==> src/rtl/syn_m_tx_sched.sv <==
// syn_m_tx_sched
// ---------------------------------------------------------------------------
// Fixed-priority scheduler that shares one tx_info_phy byte transmitter
// between three frame sources of the master sync path:
//   source 0 : UTC seconds   (highest priority)
//   source 1 : status word
//   source 2 : command word  (lowest priority)
// Each source request is latched together with its payload and byte count.
// One source at a time is granted, and its payload is sent MSB-first as
// 0-4 bytes over the phy fire_tx/done_tx handshake. Every byte is guarded
// by a timeout counted in microsecond ticks.
//
// Ports
//   clk_sys           system clock, rising edge
//   rst_n             asynchronous active-low reset
//   pluse_us          one-cycle pulse every microsecond
//   reqN / datN / lenN  frame request, 32-bit payload, byte count (N = 0..2)
//   ackN              one-cycle pulse when source N's frame completes
//   fire_tx / data_tx start-byte pulse and byte to the phy
//   done_tx           phy byte-complete pulse
//   busy              scheduler is serving a frame
//   grant             index of the served source, 2'd3 when idle
//   err / err_cnt     timeout-abort pulse and saturating abort count
// ---------------------------------------------------------------------------
module syn_m_tx_sched #(
  parameter logic [19:0] TO_US = 20'd200
) (
  input  logic        clk_sys,
  input  logic        rst_n,
  input  logic        pluse_us,
  input  logic        req0,
  input  logic        req1,
  input  logic        req2,
  input  logic [31:0] dat0,
  input  logic [31:0] dat1,
  input  logic [31:0] dat2,
  input  logic [2:0]  len0,
  input  logic [2:0]  len1,
  input  logic [2:0]  len2,
  output logic        ack0,
  output logic        ack1,
  output logic        ack2,
  output logic        fire_tx,
  output logic [7:0]  data_tx,
  input  logic        done_tx,
  output logic        busy,
  output logic [1:0]  grant,
  output logic        err,
  output logic [7:0]  err_cnt
);

  typedef enum logic [2:0] {
    StIdle,
    StLoad,
    StFire,
    StWait,
    StDone,
    StAbort
  } state_e;

  // Lengths above 4 bytes are clamped to a full word.
  function automatic logic [2:0] clamp_len(input logic [2:0] l);
    return (l > 3'd4) ? 3'd4 : l;
  endfunction

  // Move the first byte to send (payload[8*len-1 -: 8]) to bits [31:24] so
  // every byte can then be taken from the top of a left-shifting register.
  function automatic logic [31:0] align_msb(input logic [31:0] d, input logic [2:0] l);
    logic [31:0] r;
    case (l)
      3'd1:    r = {d[7:0], 24'h0};
      3'd2:    r = {d[15:0], 16'h0};
      3'd3:    r = {d[23:0], 8'h0};
      default: r = d;
    endcase
    return r;
  endfunction

  // Request inputs gathered into vectors.
  logic [2:0]       req_w;
  logic [2:0][31:0] dat_w;
  logic [2:0][2:0]  len_w;

  assign req_w = {req2, req1, req0};
  assign dat_w = {dat2, dat1, dat0};
  assign len_w = {len2, len1, len0};

  // State.
  state_e           state_q, state_d;
  logic [2:0]       pend_q, pend_d;
  logic [2:0][31:0] pdat_q, pdat_d;
  logic [2:0][2:0]  plen_q, plen_d;
  logic [31:0]      sh_q, sh_d;       // working payload, next byte at [31:24]
  logic [2:0]       cnt_q, cnt_d;     // bytes still to be fired
  logic [1:0]       gnt_q, gnt_d;
  logic [19:0]      to_q, to_d;
  logic             fire_q, fire_d;
  logic [7:0]       data_q, data_d;
  logic [2:0]       ack_q, ack_d;
  logic             err_q, err_d;
  logic [7:0]       errc_q, errc_d;

  // Fixed-priority pick among pending sources: lowest index wins.
  logic [1:0]  sel_idx;
  logic [2:0]  sel_oh;
  logic [31:0] sel_dat;
  logic [2:0]  sel_len;

  always_comb begin
    sel_idx = 2'd2;
    sel_oh  = 3'b100;
    sel_dat = pdat_q[2];
    sel_len = plen_q[2];
    if (pend_q[0]) begin
      sel_idx = 2'd0;
      sel_oh  = 3'b001;
      sel_dat = pdat_q[0];
      sel_len = plen_q[0];
    end else if (pend_q[1]) begin
      sel_idx = 2'd1;
      sel_oh  = 3'b010;
      sel_dat = pdat_q[1];
      sel_len = plen_q[1];
    end
  end

  // Timeout detection looks at the count including this cycle's tick, so the
  // abort state (and err) follows the TO_US-th tick by exactly one cycle.
  logic [20:0] to_inc;
  logic        to_hit;

  assign to_inc = {1'b0, to_q} + {20'h0, pluse_us};
  assign to_hit = (to_inc >= {1'b0, TO_US});

  always_comb begin
    state_d = state_q;
    pend_d  = pend_q;
    pdat_d  = pdat_q;
    plen_d  = plen_q;
    sh_d    = sh_q;
    cnt_d   = cnt_q;
    gnt_d   = gnt_q;
    to_d    = to_q;
    fire_d  = 1'b0;
    data_d  = data_q;
    ack_d   = 3'b000;
    err_d   = 1'b0;
    errc_d  = errc_q;

    unique case (state_q)
      StIdle: begin
        if (|pend_q) begin
          state_d = StLoad;
          gnt_d   = sel_idx;
          cnt_d   = sel_len;
          sh_d    = align_msb(sel_dat, sel_len);
          pend_d  = pend_q & ~sel_oh;
        end
      end
      StLoad: begin
        if (cnt_q == 3'd0) begin
          state_d = StDone;
          ack_d   = 3'b001 << gnt_q;
        end else begin
          state_d = StFire;
          fire_d  = 1'b1;
          data_d  = sh_q[31:24];
          sh_d    = {sh_q[23:0], 8'h0};
          cnt_d   = cnt_q - 3'd1;
        end
      end
      StFire: begin
        state_d = StWait;
        to_d    = 20'h0;
      end
      StWait: begin
        // done_tx takes precedence over a timeout in the same cycle.
        if (done_tx) begin
          if (cnt_q != 3'd0) begin
            state_d = StFire;
            fire_d  = 1'b1;
            data_d  = sh_q[31:24];
            sh_d    = {sh_q[23:0], 8'h0};
            cnt_d   = cnt_q - 3'd1;
          end else begin
            state_d = StDone;
            ack_d   = 3'b001 << gnt_q;
          end
        end else if (to_hit) begin
          state_d = StAbort;
          err_d   = 1'b1;
          errc_d  = (errc_q == 8'hFF) ? errc_q : errc_q + 8'd1;
        end else begin
          to_d = to_inc[19:0];
        end
      end
      StDone:  state_d = StIdle;
      StAbort: state_d = StIdle;
      default: state_d = StIdle;
    endcase

    // A new request always wins over the grant-time clear and replaces any
    // un-granted older frame of the same source.
    for (int i = 0; i < 3; i++) begin
      if (req_w[i]) begin
        pend_d[i] = 1'b1;
        pdat_d[i] = dat_w[i];
        plen_d[i] = clamp_len(len_w[i]);
      end
    end
  end

  always_ff @(posedge clk_sys or negedge rst_n) begin
    if (!rst_n) begin
      state_q <= StIdle;
      pend_q  <= 3'b000;
      pdat_q  <= '0;
      plen_q  <= '0;
      sh_q    <= 32'h0;
      cnt_q   <= 3'd0;
      gnt_q   <= 2'd0;
      to_q    <= 20'h0;
      fire_q  <= 1'b0;
      data_q  <= 8'h0;
      ack_q   <= 3'b000;
      err_q   <= 1'b0;
      errc_q  <= 8'h0;
    end else begin
      state_q <= state_d;
      pend_q  <= pend_d;
      pdat_q  <= pdat_d;
      plen_q  <= plen_d;
      sh_q    <= sh_d;
      cnt_q   <= cnt_d;
      gnt_q   <= gnt_d;
      to_q    <= to_d;
      fire_q  <= fire_d;
      data_q  <= data_d;
      ack_q   <= ack_d;
      err_q   <= err_d;
      errc_q  <= errc_d;
    end
  end

  assign fire_tx = fire_q;
  assign data_tx = data_q;
  assign ack0    = ack_q[0];
  assign ack1    = ack_q[1];
  assign ack2    = ack_q[2];
  assign err     = err_q;
  assign err_cnt = errc_q;
  assign busy    = (state_q != StIdle);
  assign grant   = (state_q == StIdle) ? 2'd3 : gnt_q;

endmodule

==> config.mk <==
export PLATFORM = sky130hd
export DESIGN_NAME = syn_m_tx_sched
export DESIGN_NICKNAME = d
export VERILOG_FILES = /design/src/rtl/syn_m_tx_sched.sv
export SDC_FILE = /design/constraint.sdc
export NUM_CORES = 1
export LEC_CHECK = 0
export CORE_MARGIN = 5
export CORE_UTILIZATION = 58
export DETAILED_ROUTE_END_ITERATION = 12
export PLACE_DENSITY = 0.85
export SKIP_LAST_GASP = 1
export SLEW_MARGIN = 40
export SYNTH_ARGS = -nofsm -noshare
export SYNTH_HDL_FRONTEND = slang
export SYNTH_SLANG_ARGS = --single-unit
==> constraint.sdc <==
create_clock -name clk_sys -period 6.6 [get_ports clk_sys]
set_clock_uncertainty 0.1 [all_clocks]
set_input_delay 0.99 -clock clk_sys [delete_from_list [all_inputs] [get_ports clk_sys]]
set_output_delay 0.99 -clock clk_sys [all_outputs]
set_load 0.1 [all_outputs]
==> parameters.txt <==
Parameter                              Value

Status
  Run status    finished, final reports clean

Logic synthesis
  Net count after synthesis    between 900 and 1000
  Count of distinct cell types in the synthesized netlist    between 50 and 60
  Share of synthesized registers carrying an async set or reset    1.00
  Syn. warnings    0
  Post-Synthesis Mean Instance Area    around 11 um^2
  Synthesis-stage register bit count    approximately 190
  Share of the yosys chip area belonging to registers    0.523
  Number of synthesized flops with an enable pin    0
  Post-synthesis instance total    roughly 830
  Synthesized area    approximately 0.009 mm^2
  Predominant post-synthesis flop cell    sky130_fd_sc_hd__dfrtp_1

Clock tree
  Clk buf depth    2
  Clock latency on the worst-skew pair    between 400 and 500 ps
  CTS Hold Bufs    0
  Clock tree from TritonCTS    built
  Buffer type at the clock tree root    sky130_fd_sc_hd__clkbuf_16
  Clock buffer count from CTS    17
  Resized cells post-CTS    0
  Postcts setup bufs    0
  Clock Sink Count    ~190
  Level count of the clock H-tree    4
  Clock transition at the registers of the reported paths    ~70 ps

Detailed routing
  Iter 0 DRT Violations    around 530
  Remaining antenna violation count    0
  Total vias in the final route    a little under 7000
  Routed WL per cell    between 15 and 20 um
  Via count normalized by instance count    5.77
  DRT Pass-1 Iters    5
  DRC Markers    0
  Total Routed Length    a little over 20 mm

Power and ir drop
  Sw Pwr    1.66 mW
  Static leakage power    4.91 nW
  Combinational share of power    0.379
  Maximum vdd drop    0.249 mV
  Design internal power    about 2.4 mW
  Switching share of power    0.409
  Total power consumption of the routed design    about 4.1 mW
  Part of the total power dissipated in sequential elements    0.374
  Share of power burned in the clock network    0.247
  Power density cells    368 mW/mm^2

Cells and area
  Area Overhead vs Synth    21.7%
  End-of-flow core utilization    0.721
  Filler instances    1061
  Layout Nets    between 1000 and 1500
  Fraction of final layout cells sized beyond drive strength 1    0.202
  Count of inserted antenna diode cells    0

Floorplanning
  Initial core utilization    0.592
  Die extent in y    between 100 and 150 um
  Floorplan core area    ~0.015 mm^2
  Die outline width    around 130 um
  Die area    0.0182 mm^2
  # rows    45
  Top-Level Pins    136

Setup path
  R2R Path End    to_q[9]
  Critical path peak fanout    19
  Data required time at the worst endpoint    just under 7000 ps
  Critical Path Start Type    primary input
  Arrival time at the worst endpoint    ~4200 ps
  Critical path type    in -> reg
  Critical path endpoint category    flip-flop
  Termination of the worst setup path    to_q[9]
  Startpoint of the most critical register-to-register path    to_q[0]
  Number of cells on the worst reg-to-reg path    8
  Reg-to-reg slack, setup    3310 ps
  Worst setup path start    pluse_us

STA
  Hold Violations, Final    0
  Worst slew margin relative to its limit    0.519
  Transition time of the tightest slew-check pin    slightly above 700 ps
  Unrepaired setup endpoints after global routing    no
  Max frequency    approximately 0.25 GHz
  Period utilization    0.596
  Setup violation total in the final timing report    0
  Min setup slack post-route    approximately 2700 ps
  Number of max-slew violations in the final report    0
  Post-route worst hold slack    377 ps
  Final total negative setup slack    0 ps
  Final critical delay including setup and external delays    3930 ps

Min path
  Worst hold-check path type    reg -> reg
  WHS Path Cells    2

GRT
  Largest net degree at the start of global routing    roughly 120
  Wire length of the first global-routing pass    33.7 mm
  Initial antenna violation count    0
  Global Route Usage Sum    0.232
  Total overflow reported by the global router    0
  Via count of the first global-routing pass    just under 7000

Flow run
  Max-cap violations    0

Placed design
  Routability cong.    between 0.8 and 0.9
  Total half-perimeter wirelength after legalization and detailed placement    between 10 and 15 mm
  # port buffers    between 100 and 150
  Pre-CTS setup slack    about 2300 ps
==> cell usage after synthesis, drive strengths merged (13+ instances only) <==
library cell  count  share of area
nor3             14         0.0078
nor2b            15          0.011
inv              29          0.012
nor2             80          0.033
buf              13         0.0072
dfrtp           189           0.52
mux2i            41          0.045
o21ai            82          0.045
clkbuf           34          0.014
nand2            64          0.027
a21oi            41          0.023
mux2            110           0.14
==> cell usage in the layout (no fill, tap or decap), drive strengths merged, types with 3 or more instances in the layout <==
| cell | instances |
|---|---|
| dfrtp | 189 |
| mux2 | 110 |
| clkdlybuf4s50 | 108 |
| o21ai | 82 |
| nor2 | 80 |
| nand2 | 64 |
| a21oi | 41 |
| mux2i | 41 |
| inv | 37 |
| buf | 34 |
| clkbuf | 20 |
| nor2b | 15 |
| nor3 | 14 |
| nand3 | 9 |
| a221oi | 9 |
| o221ai | 8 |
| nand4 | 7 |
| xor2 | 7 |
| nand2b | 6 |
| nand3b | 6 |
| o32ai | 6 |
| o211ai | 6 |
| and3 | 6 |
| o31ai | 5 |
| a31oi | 5 |
| ha | 5 |
| nor4 | 5 |
| xnor2 | 4 |
| a21o | 3 |
| and4 | 3 |
| clkinv | 3 |
==> metal layers <==
metal	wire, um	global-route usage
met2	9840	0.371
met1	8730	0.303
met3	1640	0.0764
met5	0	0
met4	320	0.0696
==> critical path, cell delays in order <==
cell and delay, ps:
sky130_fd_sc_hd__clkdlybuf4s50_1 460, sky130_fd_sc_hd__ha_1 220, sky130_fd_sc_hd__and3_1 390, sky130_fd_sc_hd__nand4_1 160, sky130_fd_sc_hd__or2_2 310, sky130_fd_sc_hd__xnor2_1 130
sky130_fd_sc_hd__or4b_4 580, sky130_fd_sc_hd__o32ai_4 670, sky130_fd_sc_hd__and2b_1 250
==> power groups by stage <==
stage | combinational [mW] | clock [mW] | sequential, mW
finish | 1.54 | 1.00 | 1.52
CTS | 1.54 | 1.01 | 1.51
detailed placement | 1.52 | 0 | 1.53
global route | 1.68 | 1.06 | 1.54
global placement | 1.53 | 0 | 1.52
floorplan | 0.971 | 0 | 1.70
==> sequential cells by signal, indices dropped and copies added (netlist names) <==
signal   count
data_tx      8
pend_q       3
sh_q        32
err          1
fire_tx      1
pdat_q      96
err_cnt      8
cnt_q        3
plen_q       9
ack_q        3
gnt_q        2
to_q        20
state_q      3
==> layout make-up <==
type                            count  area, um^2  share of cell area
Clock buffer                       19         453              0.0412
Clock inverter                     13         120              0.0109
Inverter                           29         109             0.00989
Multi-Input combinational cell    569        4020               0.365
Sequential cell                   189        4730               0.430
Tap cell                          211         264              0.0240
Timing Repair Buffer              143        1310               0.119
==> cell families after synthesis <==
logic type,count (synthesis),synth area share
adders and majority gates,5,0.00692
AOI/OAI and AO/OA,176,0.121
buffers and inverters,76,0.0335
xor gates and xnor gates,11,0.0107
DFF,189,0.523
muxes,151,0.183
and+or+nand+nor,226,0.122
==> through the flow <==
step | instance area (um^2) | instances
after detailed placement | 10400 | 1141
after floorplan | 9040 | 834
final | 11000 | 1173
after global placement | 10500 | 1141
after CTS | 11000 | 1173
after global routing | 11000 | 1173
==> how the worst min path moves through the flow <==
| stage | start | end | slack (ps) |
|---|---|---|---|
| after floorplan | sh_q[27] | sh_q[27] | 340 |
| after global placement | sh_q[3] | sh_q[3] | 360 |
| after detailed placement | sh_q[7] | sh_q[7] | 360 |
| after CTS | sh_q[10] | sh_q[10] | 380 |
| after global routing | sh_q[29] | sh_q[29] | 410 |
| final | sh_q[10] | sh_q[10] | 380 |
Power figures use the tool's default switching activity.
